`src/rtl/adc_pkg.sv`:
```
// Shared constants, channel type and responder state encoding for the serial ADC
// responder and the acquisition master that polls it.
package adc_pkg;

  localparam int ADC_DATA_W      = 12;
  localparam int ADC_FRAME_BITS  = 16;
  localparam int ADC_NUM_CH      = 8;
  localparam int ADC_SYNC_STAGES = 2;

  typedef logic [2:0] adc_chan_t;

  typedef enum logic {
    ADC_IDLE  = 1'b0,
    ADC_SHIFT = 1'b1
  } adc_state_e;

  // Rising edges 2..4 of a frame carry the channel address, MSB first.
  function automatic logic in_addr_window(input int bit_idx);
    return (bit_idx >= 2) && (bit_idx <= 4);
  endfunction

endpackage

```
`src/rtl/adc_responder_if.sv`:
```
// Serial ADC pin bundle: the master drives select, clock and address, the ADC returns data.
interface adc_if;
  logic CS_N;
  logic ADC_SCLK;
  logic ADC_SADDR;
  logic ADC_SDAT;

  modport master (
    output CS_N,
    output ADC_SCLK,
    output ADC_SADDR,
    input  ADC_SDAT
  );

  modport slave (
    input  CS_N,
    input  ADC_SCLK,
    input  ADC_SADDR,
    output ADC_SDAT
  );
endinterface

```
`src/rtl/adc_responder_sync_edge.sv`:
```
// N-stage synchronizer with one-clk rise/fall pulses derived from the synchronized level.
module sync_edge #(
  parameter int   STAGES  = 2,
  parameter logic RST_VAL = 1'b0
) (
  input  logic clk,
  input  logic rst,
  input  logic d_i,
  output logic q_o,
  output logic rise_o,
  output logic fall_o
);

  logic [STAGES-1:0] sync_q;
  logic              prev_q;

  always_ff @(posedge clk or posedge rst) begin
    if (rst) begin
      sync_q <= {STAGES{RST_VAL}};
      prev_q <= RST_VAL;
    end else begin
      sync_q <= STAGES'({sync_q, d_i});
      prev_q <= sync_q[STAGES-1];
    end
  end

  assign q_o    = sync_q[STAGES-1];
  assign rise_o =  q_o & ~prev_q;
  assign fall_o = ~q_o &  prev_q;

endmodule

```
`src/rtl/adc_responder.sv`:
```
// Slave-side model of the 8-channel 12-bit serial ADC: captures the channel address and
// shifts out the value of the channel addressed in the previous frame.
module adc_responder
  import adc_pkg::*;
#(
  parameter int DATA_W      = ADC_DATA_W,
  parameter int FRAME_BITS  = ADC_FRAME_BITS,
  parameter int NUM_CH      = ADC_NUM_CH,
  parameter int SYNC_STAGES = ADC_SYNC_STAGES
) (
  input  logic              clk,
  input  logic              reset,
  adc_if.slave              bus,
  input  logic              wr_en,
  input  adc_chan_t         wr_chan,
  input  logic [DATA_W-1:0] wr_data,
  output logic              frame_done,
  output adc_chan_t         last_chan,
  output logic              busy
);

  localparam int CNT_W = $clog2(FRAME_BITS);
  localparam logic [CNT_W-1:0] LAST_BIT = CNT_W'(FRAME_BITS - 1);
  // Bit order {SADDR, SCLK, CS_N}: select and clock idle high, address idles low.
  localparam logic [2:0] SYNC_RST = 3'b011;

  logic [2:0] pin_raw, sync_lvl, sync_rise, sync_fall;

  assign pin_raw = {bus.ADC_SADDR, bus.ADC_SCLK, bus.CS_N};

  for (genvar gi = 0; gi < 3; gi++) begin : g_sync
    sync_edge #(
      .STAGES (SYNC_STAGES),
      .RST_VAL(SYNC_RST[gi])
    ) u_sync (
      .clk   (clk),
      .rst   (reset),
      .d_i   (pin_raw[gi]),
      .q_o   (sync_lvl[gi]),
      .rise_o(sync_rise[gi]),
      .fall_o(sync_fall[gi])
    );
  end

  logic cs_fall, cs_rise, sclk_rise, sclk_fall, saddr_lvl;
  logic unused_bits;

  assign cs_fall     = sync_fall[0];
  assign cs_rise     = sync_rise[0];
  assign sclk_rise   = sync_rise[1];
  assign sclk_fall   = sync_fall[1];
  assign saddr_lvl   = sync_lvl[2];
  assign unused_bits = ^{sync_lvl[1:0], sync_rise[2], sync_fall[2]};

  adc_state_e          state_q, state_d;
  logic [FRAME_BITS-1:0] shreg_q, shreg_d, load_word;
  logic [CNT_W-1:0]    bit_cnt_q, bit_cnt_d;
  adc_chan_t           addr_sh_q, addr_sh_d;
  adc_chan_t           next_chan_q, next_chan_d;
  adc_chan_t           last_chan_q, last_chan_d;
  logic                wrapped_q, wrapped_d;
  logic                frame_done_q, frame_done_d;
  logic [DATA_W-1:0]   chan_q [NUM_CH];
  logic                sdat;

  // Channel bank: a load on the same clk as a write sees the pre-write value.
  always_ff @(posedge clk or posedge reset) begin
    if (reset) begin
      for (int i = 0; i < NUM_CH; i++) chan_q[i] <= '0;
    end else if (wr_en) begin
      chan_q[wr_chan] <= wr_data;
    end
  end

  assign load_word = {{(FRAME_BITS-DATA_W){1'b0}}, chan_q[next_chan_q]};

  always_ff @(posedge clk or posedge reset) begin
    if (reset) state_q <= ADC_IDLE;
    else       state_q <= state_d;
  end

  always_comb begin
    state_d = state_q;
    case (state_q)
      ADC_IDLE:  if (cs_fall) state_d = ADC_SHIFT;
      ADC_SHIFT: if (cs_rise) state_d = ADC_IDLE;
      default:   state_d = ADC_IDLE;
    endcase
  end

  always_comb begin
    busy = 1'b0;
    sdat = 1'b0;
    if (state_q == ADC_SHIFT) begin
      busy = 1'b1;
      if (!cs_rise) sdat = shreg_q[FRAME_BITS-1];
    end
  end

  assign bus.ADC_SDAT = sdat;

  always_comb begin
    shreg_d      = shreg_q;
    bit_cnt_d    = bit_cnt_q;
    addr_sh_d    = addr_sh_q;
    next_chan_d  = next_chan_q;
    last_chan_d  = last_chan_q;
    wrapped_d    = wrapped_q;
    frame_done_d = 1'b0;
    if (state_q == ADC_IDLE) begin
      if (cs_fall) begin
        shreg_d   = load_word;
        bit_cnt_d = '0;
        addr_sh_d = '0;
        wrapped_d = 1'b0;
      end
    end else if (!cs_rise) begin
      // A clock edge coinciding with the select release is deliberately dropped.
      if (sclk_rise) begin
        if (in_addr_window(int'(bit_cnt_q))) addr_sh_d = {addr_sh_q[1:0], saddr_lvl};
        if (bit_cnt_q == LAST_BIT) begin
          next_chan_d  = addr_sh_q;
          last_chan_d  = addr_sh_q;
          frame_done_d = 1'b1;
          bit_cnt_d    = '0;
          wrapped_d    = 1'b1;
        end else begin
          bit_cnt_d = bit_cnt_q + 1'b1;
        end
      end else if (sclk_fall) begin
        if (bit_cnt_q != '0) begin
          shreg_d = {shreg_q[FRAME_BITS-2:0], 1'b0};
        end else if (wrapped_q) begin
          // Back-to-back frame under a held select: reload instead of shifting.
          shreg_d   = load_word;
          wrapped_d = 1'b0;
        end
      end
    end
  end

  always_ff @(posedge clk or posedge reset) begin
    if (reset) begin
      shreg_q      <= '0;
      bit_cnt_q    <= '0;
      addr_sh_q    <= '0;
      next_chan_q  <= '0;
      last_chan_q  <= '0;
      wrapped_q    <= 1'b0;
      frame_done_q <= 1'b0;
    end else begin
      shreg_q      <= shreg_d;
      bit_cnt_q    <= bit_cnt_d;
      addr_sh_q    <= addr_sh_d;
      next_chan_q  <= next_chan_d;
      last_chan_q  <= last_chan_d;
      wrapped_q    <= wrapped_d;
      frame_done_q <= frame_done_d;
    end
  end

  assign frame_done = frame_done_q;
  assign last_chan  = last_chan_q;

endmodule

```
`src/flat_wrapper.sv`:
```
// flat-port wrapper written by rule: the top's interface ports become plain ports
module adc_responder_flat import adc_pkg::*;
#(
  parameter int DATA_W      = ADC_DATA_W,
  parameter int FRAME_BITS  = ADC_FRAME_BITS,
  parameter int NUM_CH      = ADC_NUM_CH,
  parameter int SYNC_STAGES = ADC_SYNC_STAGES
)
  (clk, reset, wr_en, wr_chan, wr_data, frame_done, last_chan, busy, bus_CS_N, bus_ADC_SCLK, bus_ADC_SADDR, bus_ADC_SDAT);
  adc_if bus_i ();
  input  logic clk;
  input  logic reset;
  input  logic wr_en;
  input  adc_chan_t wr_chan;
  input  logic [DATA_W-1:0] wr_data;
  output logic frame_done;
  output adc_chan_t last_chan;
  output logic busy;
  input wire logic [$bits(bus_i.CS_N)-1:0] bus_CS_N;
  input wire logic [$bits(bus_i.ADC_SCLK)-1:0] bus_ADC_SCLK;
  input wire logic [$bits(bus_i.ADC_SADDR)-1:0] bus_ADC_SADDR;
  output wire logic [$bits(bus_i.ADC_SDAT)-1:0] bus_ADC_SDAT;
  assign bus_i.CS_N = bus_CS_N;
  assign bus_i.ADC_SCLK = bus_ADC_SCLK;
  assign bus_i.ADC_SADDR = bus_ADC_SADDR;
  assign bus_ADC_SDAT = bus_i.ADC_SDAT;
  adc_responder #(.DATA_W(DATA_W), .FRAME_BITS(FRAME_BITS), .NUM_CH(NUM_CH), .SYNC_STAGES(SYNC_STAGES)) u_core (.clk(clk), .reset(reset), .bus(bus_i), .wr_en(wr_en), .wr_chan(wr_chan), .wr_data(wr_data), .frame_done(frame_done), .last_chan(last_chan), .busy(busy));
endmodule
```
`config.mk`:
```
export PLATFORM = sky130hd
export DESIGN_NAME = adc_responder_flat
export DESIGN_NICKNAME = d
export VERILOG_FILES = /design/src/rtl/adc_pkg.sv /design/src/rtl/adc_responder_if.sv /design/src/rtl/adc_responder_sync_edge.sv /design/src/rtl/adc_responder.sv /design/src/flat_wrapper.sv
export SDC_FILE = /design/constraint.sdc
export NUM_CORES = 1
export LEC_CHECK = 0
export BUFFER_PORTS_ARGS = -buffer_cell sky130_fd_sc_hd__buf_2
export CORE_MARGIN = 4
export CORE_UTILIZATION = 55
export DETAILED_ROUTE_END_ITERATION = 8
export PLACE_DENSITY = 0.75
export SLEW_MARGIN = 10
export SYNTH_ARGS = -nofsm -noshare
export SYNTH_HDL_FRONTEND = slang
export SYNTH_SLANG_ARGS = --single-unit
```
`constraint.sdc`:
```
create_clock -name clk -period 6.6 [get_ports clk]
set_clock_uncertainty 0.05 [all_clocks]
set_input_delay 0.33 -clock clk [delete_from_list [all_inputs] [get_ports clk]]
set_output_delay 0.33 -clock clk [all_outputs]
set_load 0.05 [all_outputs]
```
==> metrics.sh <==
RUN_STATUS='completed'
PRE_CTS_WS_NS=4.252
SYNTH_EDF_COUNT=0
SYNTH.TOP_CELL.AREA_SHARE_PCT=52.94
NETLIST_INSTANCES=457
FIRST_PASS_GRT_WIRE_LENGTH_MM=21.49
OVERFLOW=0
CP-STARTPOINT='u_core.next_chan_q[0]'
CP_SLOWEST_CELL='sky130_fd_sc_hd__buf_4'
REGTOREGSTARTPOINT='u_core.bit_cnt_q[1]'
R2R_SETUP_SLACK_NS=4.51
END_KIND='output port'
PLACE.PORT_BUFFERS=26
SYNTH_SEQ_CELLS=133
CTS_MADE_BUFFERS=17
CTS_NUM_SINKS=133
DESIGN.CORE.AREA_MM2=0.01046
SYNTH_AREA_PER_CELL_UM2=13.14
FINAL_HOLD_VIOL_COUNT=0
MET3_LENGTH_UM=634
WORST-SLEW-PIN-TRANSITION_NS=1.326
MAX_FREQ_MHz=435.7
CLK-INSERTION-DELAY-LATE_NS=0.52
TIMING.CRITICAL_PATH.ARRIVAL_NS=1.92
FINAL_PERIOD_MINUS_WORST_SETUP_SLACK_NS=2.295
CRITPATHMAXSTAGEDELAY_NS=0.66
AREA_GROWTH_PCT=14.61
LARGEST_NET_DEGREE_AT_THE_START_OF_GLOBAL_ROUTING=83
DOMINANTREGCELLSYNTH='sky130_fd_sc_hd__dfrtp_1'
HOLD_START='wr_data[4]'
DIEAREA_MM2=0.01265
NETS=509
WORST-R2R-CELL-COUNT=6
MAX-CLOCK-PATH-BUFFERS=2
FINALWEIGHTEDCONGESTION=0.7573
YOSYSWARNINGS=0
SYNTH_AREA_MM2=0.006003
SETUP_VIOL=0
NUMBER_OF_ANTENNA_VIOLATIONS_AT_THE_FIRST_CHECK_IN_GLOBAL_ROUTING=0
R2R-END='u_core.shreg_q[3]'
YOSYS.AREA.TOP_TYPE='sky130_fd_sc_hd__dfrtp_1'
YOSYSMOSTFREQUENTCELL='sky130_fd_sc_hd__dfrtp_1'
DETAIL_ROUTED_VIA_COUNT_PER_CELL=5.964
MAX-SLEW-MARGIN-REL_PCT=11.24
COMBINED_AREA_OF_THE_MULTI_INPUT_LOGIC_CELLS_MM2=0.002499
ROUTED-WL-MET2_MM=6.261
DRT_FIRST_ITER_VIOLATIONS=240
FINAL.PERIOD_UTILIZATION_PCT=34.77
DATA_REQUIRED_TIME_AT_THE_WORST_ENDPOINT_NS=6.22
WORST_HOLD_PATH.NUM_CELLS=2
CTS_ROOT_BUFFER='sky130_fd_sc_hd__clkbuf_8'
SHARE_OF_LAYOUT_CELLS_ABOVE_DRIVE_STRENGTH_1_PCT=36.42
DETAILROUTE.VIA_COUNT=3775
CRITICAL_PATH_PEAK_FANOUT=48
PIN_COUNT=27
POST_SYNTH_NUM_CELL_TYPES=38
ASYNCSETRESETFLOPFRACSYNTH_PCT=100.0
PATH_CELLS='buf_4 > buf_2'
STATIC-LEAKAGE-POWER_uW=0.002903
TOTALNEGATIVESETUPSLACK_NS=0
DIODE_INSERTION_COUNT_FOR_ANTENNA_REPAIR=0
STD_CELL_ROWS=37
ROUTEDWLPERCELL_UM=19.94
CLK_PIN_SLEW_WORST_PATHS_NS=0.06
RSZ0062_AT_GRT='false'
SLEW_VIOLATIONS=0
TOPROUTINGLAYERUSED='met4'
INITIAL_UTILIZATION_PCT=57.38
DIEHEIGHT_UM=112.5
AREA_TAKEN_BY_FLIP_FLOPS_AND_LATCHES_MM2=0.003337
WL_MET1_MM=5.554
DRTANTENNAVIOLNETS=0
SYNTH_FP_NETS=482
DIE_X_UM=112.5
HOLDCRITPATHCLASS='in -> reg'
SEQ_AREA_FRAC_SYNTH_PCT=55.56
REMAINING_DRC_ERRORS=0
IRDROPWORSTVDD_mV=0.2041
MAXCAPVIOLATIONS=0
DP_HPWL_MM=7.697
POST_SYNTH_MOST_FREQUENT_CELLS='sky130_fd_sc_hd__dfrtp_1, sky130_fd_sc_hd__mux2_2, sky130_fd_sc_hd__mux2i_1, sky130_fd_sc_hd__a22oi_1, sky130_fd_sc_hd__nand2_1'
LAYOUT.FILLER_CELLS=797
VIAS_IN_THE_FIRST_GLOBAL_ROUTE=4034
SETUP.WORST_PATH.START_CLASS='flip-flop'
LAYOUT_SETUP_WS_NS=4.305
GRT_USAGE_PCT=21.79
YOSYS-TOP-CELLS-AREA='sky130_fd_sc_hd__dfrtp_1, sky130_fd_sc_hd__mux2_2, sky130_fd_sc_hd__mux2i_1, sky130_fd_sc_hd__a22oi_1, sky130_fd_sc_hd__dfstp_2'
TRITONCTS='built'
HOLD_END='u_core.chan_q[4]'
TIMING_WORST_SETUP_PATH_TYPE='reg -> out'
CPLARGESTDELAYFAMILY='buffers and inverters'
POST_CTS_RESIZE_COUNT=0
DRT-TOTAL-WL_MM=12.62
HTREEDEPTH=4
PWR_DENSITY_CELL_mW_PER_MM2=356.0
CRIT_BUF_INV=2
NUMBER_OF_OPTIMIZATION_ITERATIONS_IN_THE_FIRST_DETAILED_ROUTE_PASS=4
[what timing repair did]
item	4_1_cts	5_1_grt
endpoints found under the hold margin	54	0
buffers inserted	0	0
hold buffers	4	0
[placed cells by master (no fill, tap or decap), types with 3 or more instances in the layout]
cell type | synthesis | routed
sky130_fd_sc_hd__inv_1 | 15 | 14
sky130_fd_sc_hd__nand2b_1 | 3 | 3
sky130_fd_sc_hd__nand4b_1 | 3 | 3
sky130_fd_sc_hd__dfstp_2 | 6 | 6
sky130_fd_sc_hd__clkbuf_16 | 0 | 16
sky130_fd_sc_hd__o21ai_2 | 4 | 4
sky130_fd_sc_hd__clkbuf_8 | 0 | 3
sky130_fd_sc_hd__mux2_2 | 99 | 99
sky130_fd_sc_hd__a21oi_1 | 3 | 3
sky130_fd_sc_hd__bufinv_16 | 0 | 4
sky130_fd_sc_hd__nand2_1 | 20 | 20
sky130_fd_sc_hd__buf_4 | 3 | 3
sky130_fd_sc_hd__mux2i_1 | 49 | 49
sky130_fd_sc_hd__ha_1 | 4 | 4
sky130_fd_sc_hd__buf_2 | 9 | 26
sky130_fd_sc_hd__dlygate4sd3_1 | 0 | 4
sky130_fd_sc_hd__o21ai_0 | 6 | 6
sky130_fd_sc_hd__nor2_1 | 13 | 13
sky130_fd_sc_hd__nor2b_1 | 4 | 4
sky130_fd_sc_hd__dfrtp_1 | 127 | 126
sky130_fd_sc_hd__a31oi_1 | 13 | 13
sky130_fd_sc_hd__nand3_1 | 17 | 17
sky130_fd_sc_hd__a22oi_1 | 22 | 22
sky130_fd_sc_hd__clkinvlp_4 | 0 | 4
[metal layers]
| metal | up-vias | track usage, % |
|---|---|---|
| met5 | - | 0 |
| met4 | 0 | 6.971 |
| met3 | 13 | 5.337 |
| met2 | 110 | 34.60 |
| met1 | 1939 | 29.76 |
| li1 | 1713 | - |
[through the flow]
step	power [uW]	util, %	hold slack (ns)	instance area [um2]	cells
final	2449	65.76	0.08930	6880	633
after global routing	2574	65.76	0.08818	6880	633
after CTS	2463	65.70	0.07794	6874	633
after detailed placement	1478	59.36	0.2847	6211	597
after global placement	1448	59.36	0.2844	6211	597
after floorplan	1374	-	0.2812	6003	457
[where the power goes]
group / leakage [uW] / internal, uW / switching [uW]
combinational: 0.00101 / 192 / 171
sequential: 0.00160 / 999 / 109
clock: 0.000293 / 633 / 345
[how the worst max path moves through the flow]
stage                               end  slack, ns  depth (start not counted)
floorplan           u_core.addr_sh_q[0]       2.68                          1
global placement      u_core.chan_q[65]       4.30                          4
detailed placement    u_core.chan_q[63]       4.25                          4
CTS                        last_chan[0]       4.28                          2
global route               last_chan[0]       4.24                          2
finish                     last_chan[0]       4.30                          2
[layout make-up]
cell class | count | share of cell area, %
Timing Repair Buffer | 33 | 2.801
Multi-Input combinational cell | 284 | 36.32
Sequential cell | 133 | 48.50
Inverter | 15 | 0.8547
Clock buffer | 20 | 6.474
Tap cell | 136 | 2.473
Clock inverter | 12 | 2.582
[state kept, by name (all words and copies together) (netlist names)]
name                         count
u_core.addr_sh_q                 3
u_core.bit_cnt_q                 4
u_core.chan_q                   96
u_core.frame_done                1
u_core.g_sync.u_sync.prev_q      2
u_core.g_sync.u_sync.sync_q      6
u_core.next_chan_q               3
u_core.shreg_q                  16
u_core.state_q                   1
u_core.wrapped_q                 1
[worst register-to-register path, delay by kind of cell, from the launching register on]
kind            cells  cell delay [ns]
flops               1             0.45
buf+inv             1             0.08
fa+ha+maj           1             0.18
simple gates        2             0.65
compound gates      2             0.54
[logic make-up (layout without fill, tap and decap cells)]
logic type	after synthesis	in the layout	synth area share [%]
adders and majority gates	4	4	0.8337
DFF	133	133	55.56
buffers and inverters	40	80	3.251
muxes	150	150	27.49
AOI/OAI and AO/OA	56	56	6.628
and+or+nand+nor	74	74	6.232
(Power assumes the default switching activity.)
